==> src/rtl/mprj_io_serial_loader_if.sv <==
// Wishbone read-master bundle between the serial loader and the SoC bus.
// A read is requested while cyc&stb are high and completes in the cycle ack is high; the master keeps adr/sel/stb steady until then.
interface mprj_io_serial_loader_if;
   logic        wbm_cyc_o;
   logic        wbm_stb_o;
   logic        wbm_we_o;
   logic [3:0]  wbm_sel_o;
   logic [31:0] wbm_adr_o;
   logic [31:0] wbm_dat_i;
   logic        wbm_ack_i;

   modport master (
      output wbm_cyc_o, wbm_stb_o, wbm_we_o, wbm_sel_o, wbm_adr_o,
      input  wbm_dat_i, wbm_ack_i
   );

   modport slave (
      input  wbm_cyc_o, wbm_stb_o, wbm_we_o, wbm_sel_o, wbm_adr_o,
      output wbm_dat_i, wbm_ack_i
   );
endinterface

==> src/rtl/mprj_io_serial_loader.sv <==
// Reads the per-pad IO config words over Wishbone and shifts them MSB first
// into the GPIO pad chain, highest pad first, then pulses serial_load.
module mprj_io_serial_loader #(
   parameter logic [31:0] BASE_ADR    = 32'h2300_0000,
   parameter int          IO_PADS     = 32,
   parameter int          CFG_BITS    = 13,
   parameter int          CLK_DIV     = 2,
   parameter int          ACK_TIMEOUT = 255
) (
   input  logic       wb_clk_i,
   input  logic       wb_rst_i,
   input  logic       start,
   output logic       busy,
   output logic       done,
   output logic       err,
   output logic       serial_clock,
   output logic       serial_data_out,
   output logic       serial_load,
   output logic [2:0] dbg_state,
   mprj_io_serial_loader_if.master wbm
);

   localparam int IDX_W = (IO_PADS > 1) ? $clog2(IO_PADS) : 1;
   localparam int BIT_W = $clog2(CFG_BITS + 1);
   localparam int DIV_W = $clog2(CLK_DIV + 1);
   localparam int TO_W  = $clog2(ACK_TIMEOUT + 1);

   localparam logic [IDX_W-1:0] IDX_MAX  = IDX_W'(IO_PADS - 1);
   localparam logic [DIV_W-1:0] DIV_LAST = DIV_W'(CLK_DIV - 1);
   localparam logic [TO_W-1:0]  TO_LAST  = TO_W'(ACK_TIMEOUT - 1);

   typedef enum logic [2:0] {
      IDLE, READ, SHIFT_LO, SHIFT_HI, NEXT, LOAD, FIN
   } state_t;

   state_t              state_q, state_d;
   logic [IDX_W-1:0]    idx_q, idx_d;
   logic [BIT_W-1:0]    bit_q, bit_d;
   logic [DIV_W-1:0]    div_q, div_d;
   logic [TO_W-1:0]     to_q, to_d;
   logic [CFG_BITS-1:0] sh_q, sh_d;
   logic                acked_q, acked_d;
   logic                err_q, err_d;
   logic                req;

   // Only the low CFG_BITS of each word reach the chain.
   logic unused_dat;
   assign unused_dat = ^wbm.wbm_dat_i;

   always_ff @(posedge wb_clk_i) begin
      if (wb_rst_i) begin
         state_q <= IDLE;
         idx_q   <= IDX_MAX;
         bit_q   <= '0;
         div_q   <= '0;
         to_q    <= '0;
         sh_q    <= '0;
         acked_q <= 1'b0;
         err_q   <= 1'b0;
      end else begin
         state_q <= state_d;
         idx_q   <= idx_d;
         bit_q   <= bit_d;
         div_q   <= div_d;
         to_q    <= to_d;
         sh_q    <= sh_d;
         acked_q <= acked_d;
         err_q   <= err_d;
      end
   end

   always_comb begin
      state_d = state_q;
      idx_d   = idx_q;
      bit_d   = bit_q;
      div_d   = div_q;
      to_d    = to_q;
      sh_d    = sh_q;
      acked_d = acked_q;
      err_d   = err_q;

      case (state_q)
         IDLE: begin
            if (start) begin
               state_d = READ;
               idx_d   = IDX_MAX;
               err_d   = 1'b0;
               acked_d = 1'b0;
               to_d    = '0;
            end
         end
         READ: begin
            // acked_q marks the release cycle after the ack has been taken.
            if (acked_q) begin
               state_d = SHIFT_LO;
               acked_d = 1'b0;
               bit_d   = BIT_W'(CFG_BITS);
               div_d   = '0;
            end else if (wbm.wbm_ack_i) begin
               sh_d    = wbm.wbm_dat_i[CFG_BITS-1:0];
               acked_d = 1'b1;
            end else if (to_q == TO_LAST) begin
               err_d   = 1'b1;
               state_d = FIN;
            end else begin
               to_d = to_q + 1'b1;
            end
         end
         SHIFT_LO: begin
            if (div_q == DIV_LAST) begin
               div_d   = '0;
               state_d = SHIFT_HI;
            end else begin
               div_d = div_q + 1'b1;
            end
         end
         SHIFT_HI: begin
            if (div_q == DIV_LAST) begin
               div_d = '0;
               bit_d = bit_q - 1'b1;
               if (bit_q == BIT_W'(1)) begin
                  state_d = NEXT;
               end else begin
                  sh_d    = sh_q << 1;
                  state_d = SHIFT_LO;
               end
            end else begin
               div_d = div_q + 1'b1;
            end
         end
         NEXT: begin
            if (idx_q == '0) begin
               state_d = LOAD;
               div_d   = '0;
            end else begin
               idx_d   = idx_q - 1'b1;
               to_d    = '0;
               acked_d = 1'b0;
               state_d = READ;
            end
         end
         LOAD: begin
            if (div_q == DIV_LAST) begin
               div_d   = '0;
               state_d = FIN;
            end else begin
               div_d = div_q + 1'b1;
            end
         end
         FIN:     state_d = IDLE;
         default: state_d = IDLE;
      endcase
   end

   always_comb begin
      req             = (state_q == READ) && !acked_q;
      busy            = (state_q != IDLE);
      done            = (state_q == FIN);
      err             = err_q;
      serial_clock    = (state_q == SHIFT_HI);
      serial_data_out = ((state_q == SHIFT_LO) || (state_q == SHIFT_HI)) && sh_q[CFG_BITS-1];
      serial_load     = (state_q == LOAD);
      wbm.wbm_cyc_o   = req;
      wbm.wbm_stb_o   = req;
      wbm.wbm_we_o    = 1'b0;
      wbm.wbm_sel_o   = req ? 4'hF : 4'h0;
      wbm.wbm_adr_o   = req ? (BASE_ADR + (32'(idx_q) << 2)) : 32'h0;
      dbg_state       = state_q;
   end

endmodule

==> src/flat_wrapper.sv <==
// flat-port wrapper written by rule: the top's interface ports become plain ports
module mprj_io_serial_loader_flat 
#(
   parameter logic [31:0] BASE_ADR    = 32'h2300_0000,
   parameter int          IO_PADS     = 32,
   parameter int          CFG_BITS    = 13,
   parameter int          CLK_DIV     = 2,
   parameter int          ACK_TIMEOUT = 255
)
  (wb_clk_i, wb_rst_i, start, busy, done, err, serial_clock, serial_data_out, serial_load, dbg_state, wbm_wbm_cyc_o, wbm_wbm_stb_o, wbm_wbm_we_o, wbm_wbm_sel_o, wbm_wbm_adr_o, wbm_wbm_dat_i, wbm_wbm_ack_i);
  mprj_io_serial_loader_if wbm_i ();
  input  logic wb_clk_i;
  input  logic wb_rst_i;
  input  logic start;
  output logic busy;
  output logic done;
  output logic err;
  output logic serial_clock;
  output logic serial_data_out;
  output logic serial_load;
  output logic [2:0] dbg_state;
  output wire logic [$bits(wbm_i.wbm_cyc_o)-1:0] wbm_wbm_cyc_o;
  output wire logic [$bits(wbm_i.wbm_stb_o)-1:0] wbm_wbm_stb_o;
  output wire logic [$bits(wbm_i.wbm_we_o)-1:0] wbm_wbm_we_o;
  output wire logic [$bits(wbm_i.wbm_sel_o)-1:0] wbm_wbm_sel_o;
  output wire logic [$bits(wbm_i.wbm_adr_o)-1:0] wbm_wbm_adr_o;
  input wire logic [$bits(wbm_i.wbm_dat_i)-1:0] wbm_wbm_dat_i;
  input wire logic [$bits(wbm_i.wbm_ack_i)-1:0] wbm_wbm_ack_i;
  assign wbm_wbm_cyc_o = wbm_i.wbm_cyc_o;
  assign wbm_wbm_stb_o = wbm_i.wbm_stb_o;
  assign wbm_wbm_we_o = wbm_i.wbm_we_o;
  assign wbm_wbm_sel_o = wbm_i.wbm_sel_o;
  assign wbm_wbm_adr_o = wbm_i.wbm_adr_o;
  assign wbm_i.wbm_dat_i = wbm_wbm_dat_i;
  assign wbm_i.wbm_ack_i = wbm_wbm_ack_i;
  mprj_io_serial_loader #(.BASE_ADR(BASE_ADR), .IO_PADS(IO_PADS), .CFG_BITS(CFG_BITS), .CLK_DIV(CLK_DIV), .ACK_TIMEOUT(ACK_TIMEOUT)) u_core (.wb_clk_i(wb_clk_i), .wb_rst_i(wb_rst_i), .start(start), .busy(busy), .done(done), .err(err), .serial_clock(serial_clock), .serial_data_out(serial_data_out), .serial_load(serial_load), .dbg_state(dbg_state), .wbm(wbm_i));
endmodule
==> config.mk <==
export PLATFORM = sky130hd
export DESIGN_NAME = mprj_io_serial_loader_flat
export DESIGN_NICKNAME = d
export VERILOG_FILES = /design/src/rtl/mprj_io_serial_loader_if.sv /design/src/rtl/mprj_io_serial_loader.sv /design/src/flat_wrapper.sv
export SDC_FILE = /design/constraint.sdc
export NUM_CORES = 1
export LEC_CHECK = 0
export ABC_AREA = 1
export ABC_CLOCK_PERIOD_IN_PS = 1350
export CELL_PAD_IN_SITES_DETAIL_PLACEMENT = 1
export CELL_PAD_IN_SITES_GLOBAL_PLACEMENT = 2
export CORE_MARGIN = 4
export CORE_UTILIZATION = 21
export CTS_CLUSTER_DIAMETER = 80
export CTS_CLUSTER_SIZE = 14
export DETAILED_ROUTE_END_ITERATION = 12
export PLACE_DENSITY_LB_ADDON = 0.1
export SLEW_MARGIN = 20
export SYNTH_ARGS = -nofsm -noshare
export SYNTH_HDL_FRONTEND = slang
export SYNTH_SLANG_ARGS = --single-unit
export TNS_END_PERCENT = 50
==> constraint.sdc <==
create_clock -name wb_clk_i -period 1.35 [get_ports wb_clk_i]
set_input_delay 0.27 -clock wb_clk_i [delete_from_list [all_inputs] [get_ports wb_clk_i]]
set_output_delay 0.27 -clock wb_clk_i [all_outputs]
set_load 0.02 [all_outputs]
### Word-level counts from Yosys, hierarchy flattened

Index checks and enable logic that the tools add are counted.

| word-level totals | value |
|---|---|
| RAM bits | 0 |
| memory bits (read-only) | 0 |
| bits in latches | 0 |
| flip-flop bits (word level) | 37 |
| word-level logic and storage cells | 100 |
| memories | 0 |
| output and inout port bits | 48 |
| input port bits | 36 |

| cells by class | value |
|---|---|
| bitwise logic cells | 0 |
| divide/modulo/power cells | 0 |
| reductions and logical operators | 21 |
| magnitude comparators | 0 |
| shift-type cells | 0 |
| $mul | 0 |
| muxes and demuxes | 42 |
| equal/unequal tests | 24 |
| add/subtract/negate cells | 5 |

Operators by type and width:

| operator | count |
|---|---|
| 13-bit 2-to-1 mux | 4 |
| 8-bit 2-to-1 mux | 5 |
| 32-bit 2-to-1 mux | 1 |
| 30-bit by 7-bit adder with 31-bit output (first input constant) | 1 |
| 3-bit 2-to-1 mux | 9 |
| 13-bit case mux with 2 select lines | 1 |
| 8-bit case mux with 3 select lines | 1 |
| 3-bit case mux with 6 select lines | 1 |
| 2-bit != test (second input constant) | 7 |
| 4-bit 2-to-1 mux | 3 |
| 2-bit by 1-bit != test with 1-bit output (second input constant) | 6 |
| 3-bit AND reduction | 4 |
| 6-bit AND reduction | 2 |
| 5-bit 2-to-1 mux | 2 |
| 5-bit case mux with 2 select lines | 1 |
| 5-bit AND reduction | 2 |
| 3-bit equality test (second input constant) | 3 |
| 3-bit nonzero test | 3 |
| 8-bit by 1-bit adder with 8-bit output (second input constant) | 1 |
| 8-bit equality test (second input constant) | 1 |
| 4-bit case mux with 2 select lines | 1 |
| 1-bit 2-to-1 mux | 7 |
| 3-bit by 2-bit equality test with 1-bit output (second input constant) | 2 |
| 2-bit 2-to-1 mux | 3 |
| 18 further kinds | 21 |

### Depth between registers and ports, before layout

| depth | value |
|---|---|
| depth after elaboration | 5 |
| depth in mapped cells | 11 |
| mapped depth without buffers | 11 |

### Worst setup path after synthesis

No wires, ideal clock.

| path | value |
|---|---|
| path type | reg-to-reg |
| start point | register u_core.state_q[0] (netlist: u_core.dbg_state[0]) |
| end point | register u_core.state_q[2] (netlist: u_core.dbg_state[2]) |
| data required time | 1.237 ns |
| library setup time | 0.113 ns |
| period minus slack after synthesis | 1.633 ns |
| setup slack | -0.283 ns |
| buffers on the path | 2 |
| cell stages (with the launch flop) | 10 |
| data arrival time | 1.520 ns |
| path through | dfxtp_1 > buf_4 > nand3_1 > buf_6 > nor2_4 > o21ai_2 > nand2_1 > nand2_1 > nand2_1 > nor2_1 |

| on the way | value |
|---|---|
| cells in the longest elaborated chain, start to end | 3 |
| elaborated cells between the ends (all ways) | 14 |
| classes of those cells | eq/ne (11); mux (1); reduce/logical (2) |

RTL lines:

| what | RTL line | source |
|---|---|---|
| start: declaration | mprj_io_serial_loader.sv:36 | `state_t state_q, state_d;` |
| start signal: assignment | mprj_io_serial_loader.sv:61 | `state_q <= state_d;` |
| 3-bit by 1-bit equality test with 1-bit output, or another cell as far along | mprj_io_serial_loader.sv:82 | `case (state_q)` |
| 3-bit by 1-bit != test with 1-bit output (no line), or another cell as far along | - |  |
| 6-bit AND reduction (no line) | - |  |

Several ways; a longest one is shown, not always the timed one.
A chain may end at the register's enable or synchronous reset.

### Final worst setup path

| path | value |
|---|---|
| start point | register u_core.state_q[1] (netlist: u_core.dbg_state[1]) |
| end point | output port wbm_wbm_sel_o[1] |

| on the way | value |
|---|---|
| cells in the longest elaborated chain, start to end | 3 |

RTL lines:

| what | RTL line | source |
|---|---|---|
| 3-bit by 1-bit equality test with 1-bit output | mprj_io_serial_loader.sv:156 | `req = (state_q == READ) && !acked_q;` |
| 1-bit logical AND | mprj_io_serial_loader.sv:156 |  |
| 4-bit 2-to-1 mux | mprj_io_serial_loader.sv:166 | `wbm.wbm_sel_o = req ? 4'hF : 4'h0;` |
| end: declaration | flat_wrapper.sv:25 | `output wire logic [$bits(wbm_i.wbm_sel_o)-1:0] wbm_wbm_sel_o;` |

Every way passes these cells.

==> results <==
- The flow ran to the end, but the final reports show violations.
- The final reports fail on setup timing.
- Traced cell by cell, the critical path runs through clkinv_8 > buf_8 > nand3_4 > nor2_4 > buf_4.
- The vias after detailed routing is 2626.
- Cells with a size suffix above 1 make up about 46% of the layout.
- The number of pins with negative max-slew slack in the final report is 0.
- The synthesized design contains 37 register bits.
- The initial antenna violation count is 0.
- The hold violation count in the final report came to 0.
- Yosys printed 0 warnings.
- The floorplan die height is 115.4 µm.
- The remaining antenna violation count after routing is 0.
- The iteration count of the initial detailed-routing pass is 3.
- At the worst endpoint, the required time is 1080 ps.
- The longest clock path from root to sink contains 2 buffers.
- The repair_antennas step left the layout with diodes totalling 0.
- In this run the clock root is driven by a clkbuf_16.
- The largest individual stage delay along the critical path comes from the cell dfxtp_4.
- Across the run, the number of max-cap violations was 0.
- Measured in cells, the most critical reg-to-reg path has a length of 10.
- In this run the cell area measured after placement is 3488 µm².
- The mean routed wirelength per cell is around 13 µm.
- TritonCTS built the clock tree.
- On the final layout, the worst clock skew is 5.867 ps.
- Entering global routing, the biggest net connects 15 pins.
- After routing the design area is 4172 µm².
- The number of global-route vias before repair is 2681.
- CTS built an H-tree with a depth of 2.
- The count of buffers added on input and output ports is 39.
- In this run, the number of DRC markers left after iteration 0 of detailed routing was 58.
- Setup repair after global routing could not meet its margin everywhere.
- The core region is 11080 µm².
- Setup violations remaining at the end of the flow were counted as 53.
- In the final timing run, aggregate negative setup slack is -7077 ps.
- The path class of the lowest-slack min-delay path is reg2reg.
- The worst hold path begins at u_core.div_q[0].
- For this design, the sink count on the clock tree is 37.
- The starting utilization of the core area is 21.88%.
- In this run the register-to-register setup slack is -190 ps.
- The cell area after synthesis is 2424 µm².
- In the layout the commonest cells are 76 x buf_4, 68 x nand2_1, 47 x nor2_1.
- In this run the critical register-to-register path is captured at u_core.dbg_state[0].
- The relative area change from synthesis to final layout is 72.12%.
- For this run, the slowest stage of the critical path takes between 300 and 400 ps.
- The floorplan step defined a die boundary enclosing ~13000 µm².
- After layout, the design draws a total of 8.366 mW.
- The count of different cell masters after synthesis is 34.
- Setup slack on the critical path of the routed design comes to -209.8 ps.
- The highest clock rate is approximately 640 MHz.
- The worst hold path passes through 2 cells.
- In the global route stage, overall resource usage came out at 12.40%.
- The placed wire-length estimate is 6082 µm.
- The fraction of synthesis flops using an asynchronous set or reset pin is 0%.
- After layout, the minimum clock period comes to about 1600 ps.
- The path type of the worst setup path is reg2out.
- The library cell used most frequently in the layout, excluding fill and tap cells, is buf_4.
- The count of mapped cells out of synthesis is between 300 and 400.
- Power spread over the standard cell area amounts to 2006 nW/µm².
- The most used flip-flop cell after synthesis is dfxtp_1.
- From left edge to right edge, the die measures 115.4 µm.
- The later pin in the worst-skew pair is clocked with a latency of 280 ps.
- TritonCTS created 5 clock buffers.
- The worst setup path is captured at a primary output.
- The count of boundary I/O pins is 84.
- Data arrives at the worst endpoint at 1290 ps.
- The path with the worst hold slack has its endpoint at u_core.div_q[0].
- The first-pass GRT wire length is 13210 µm.
- The number of remaining DRC errors is 0.
- The final critical-path share of the clock period is 115.5%.
- Across the VDD grid, the largest voltage drop is 1005 µV.
- The number of enable-type register cells in the synthesized netlist is 0.
- The share of the Yosys chip area taken by registers is between 30% and 40%.
- The leakage power is 1.942 nW.
- The final layout contains routed wiring with a total length of 8111 µm.
- After clock tree synthesis, the clock-pin slew on the worst setup and hold paths is 60 ps.
- Routability-driven placement finished with a final weighted congestion of 0.7359.
- The type of origin of the critical path is a register.
- In the routed layout, each cell is associated on average with a via count of slightly above 4.
- The maximum net fanout on the critical path is 5.
- After floorplanning, the core was divided into 38 placement rows.
- In this run the critical register-to-register path is launched from u_core.dbg_state[1].
- The mean post-synth cell area is 6.463 µm².
- The fill cell total of the finished layout is 1353.
- In the final design database the tool counted 535 nets.
- The remaining global-route overflow is 0.
## how the worst max path moves through the flow
| stage | to | from | cells past startpoint |
|---|---|---|---|
| finish | wbm_wbm_sel_o[1] | u_core.dbg_state[1] | 5 |
| detailed placement | wbm_wbm_adr_o[4] | u_core.dbg_state[1] | 6 |
| floorplan | u_core.dbg_state[2] | u_core.dbg_state[1] | 10 |
| global placement | wbm_wbm_adr_o[2] | u_core.dbg_state[1] | 6 |
| global route | u_core.dbg_state[0] | u_core.dbg_state[1] | 10 |
| CTS | u_core.to_q[6] | u_core.dbg_state[1] | 11 |
## synthesized netlist by cell type, types with 2 or more instances
cell type,n,area (µm²)
inv_1,31,116.4
nand2_4,3,33.78
ha_1,5,62.56
inv_2,4,15.01
o211ai_1,3,22.52
a21oi_1,18,90.09
clkbuf_1,4,15.01
or2_2,2,12.51
nand2_1,97,364.1
nor2_1,66,247.7
nor3_1,2,10.01
nor2_2,3,18.77
buf_2,2,10.01
nor3b_1,2,15.01
nand4_1,2,12.51
buf_4,35,262.8
buf_6,3,33.78
o21ai_0,19,95.09
nand3_1,21,105.1
dfxtp_1,37,740.7
xor2_1,3,26.28
## area by class of cell
cell class	count	area (µm²)	area share (%)
multi-input cells	283	1738	41.66
clock inverters	1	5.005	0.1200
repair buffers	131	1180	28.28
well taps	140	175.2	4.199
clock buffers	7	152.6	3.659
flip-flops and latches	37	753.2	18.06
inverters	36	167.7	4.019
## where the power goes
group / total, mW / internal (mW) / leakage (nW) / switching [mW]
clock: 1.25 / 0.783 / 0.0799 / 0.468
combinational: 5.50 / 2.55 / 1.56 / 2.95
sequential: 1.62 / 1.42 / 0.305 / 0.201
## through the flow
stage	worst slack (ps)	instances	hold WS (ps)	utilization [%]
global route	-280.4	635	506.1	37.66
floorplan	-146.3	399	432.3	-
global placement	-411.2	617	446.7	31.49
detailed placement	-443.1	617	464.2	31.49
CTS	-224.9	632	474.3	34.43
finish	-209.8	635	473.4	37.66
## flip-flops by register name (all words and copies together), names as in the netlist
signal and count:
u_core.acked_q 1, u_core.bit_q 4, u_core.dbg_state 3, u_core.div_q 2, u_core.err 1, u_core.idx_q 5
u_core.sh_q 13, u_core.to_q 8
## logic make-up after synthesis
logic type / share of synthesized area (%)
other: 0.1547
adder cells (fa/ha/maj): 2.581
XOR/XNOR: 1.084
AND/OR/NAND/NOR: 36.09
flip-flops: 30.56
buffers and inverters: 18.89
AO/OA/AOI/OAI: 10.64
## critical path, delay by kind of cell (launching register included)
kind | cells | cell delay (ps)
buffers and inverters | 3 | 340
DFF | 1 | 370
and+or+nand+nor | 2 | 310
## layer usage
layer | vias up | track usage [%] | routed length [µm]
met5 | - | 0 | 0
met4 | 0 | 2.269 | 74
met3 | 6 | 2.037 | 280
met2 | 46 | 22.11 | 4067
met1 | 1219 | 15.89 | 3689
li1 | 1355 | - | -
## repair_timing
action | CTS | global route
endpoints found under the setup margin | 59 | 56
pin swaps | 15 | 25
hold buffers | 0 | 0
resized for setup | 169 | 97
gates cloned | 1 | 0
setup buffers | 6 | 3
Power figures use the tool's default switching activity.
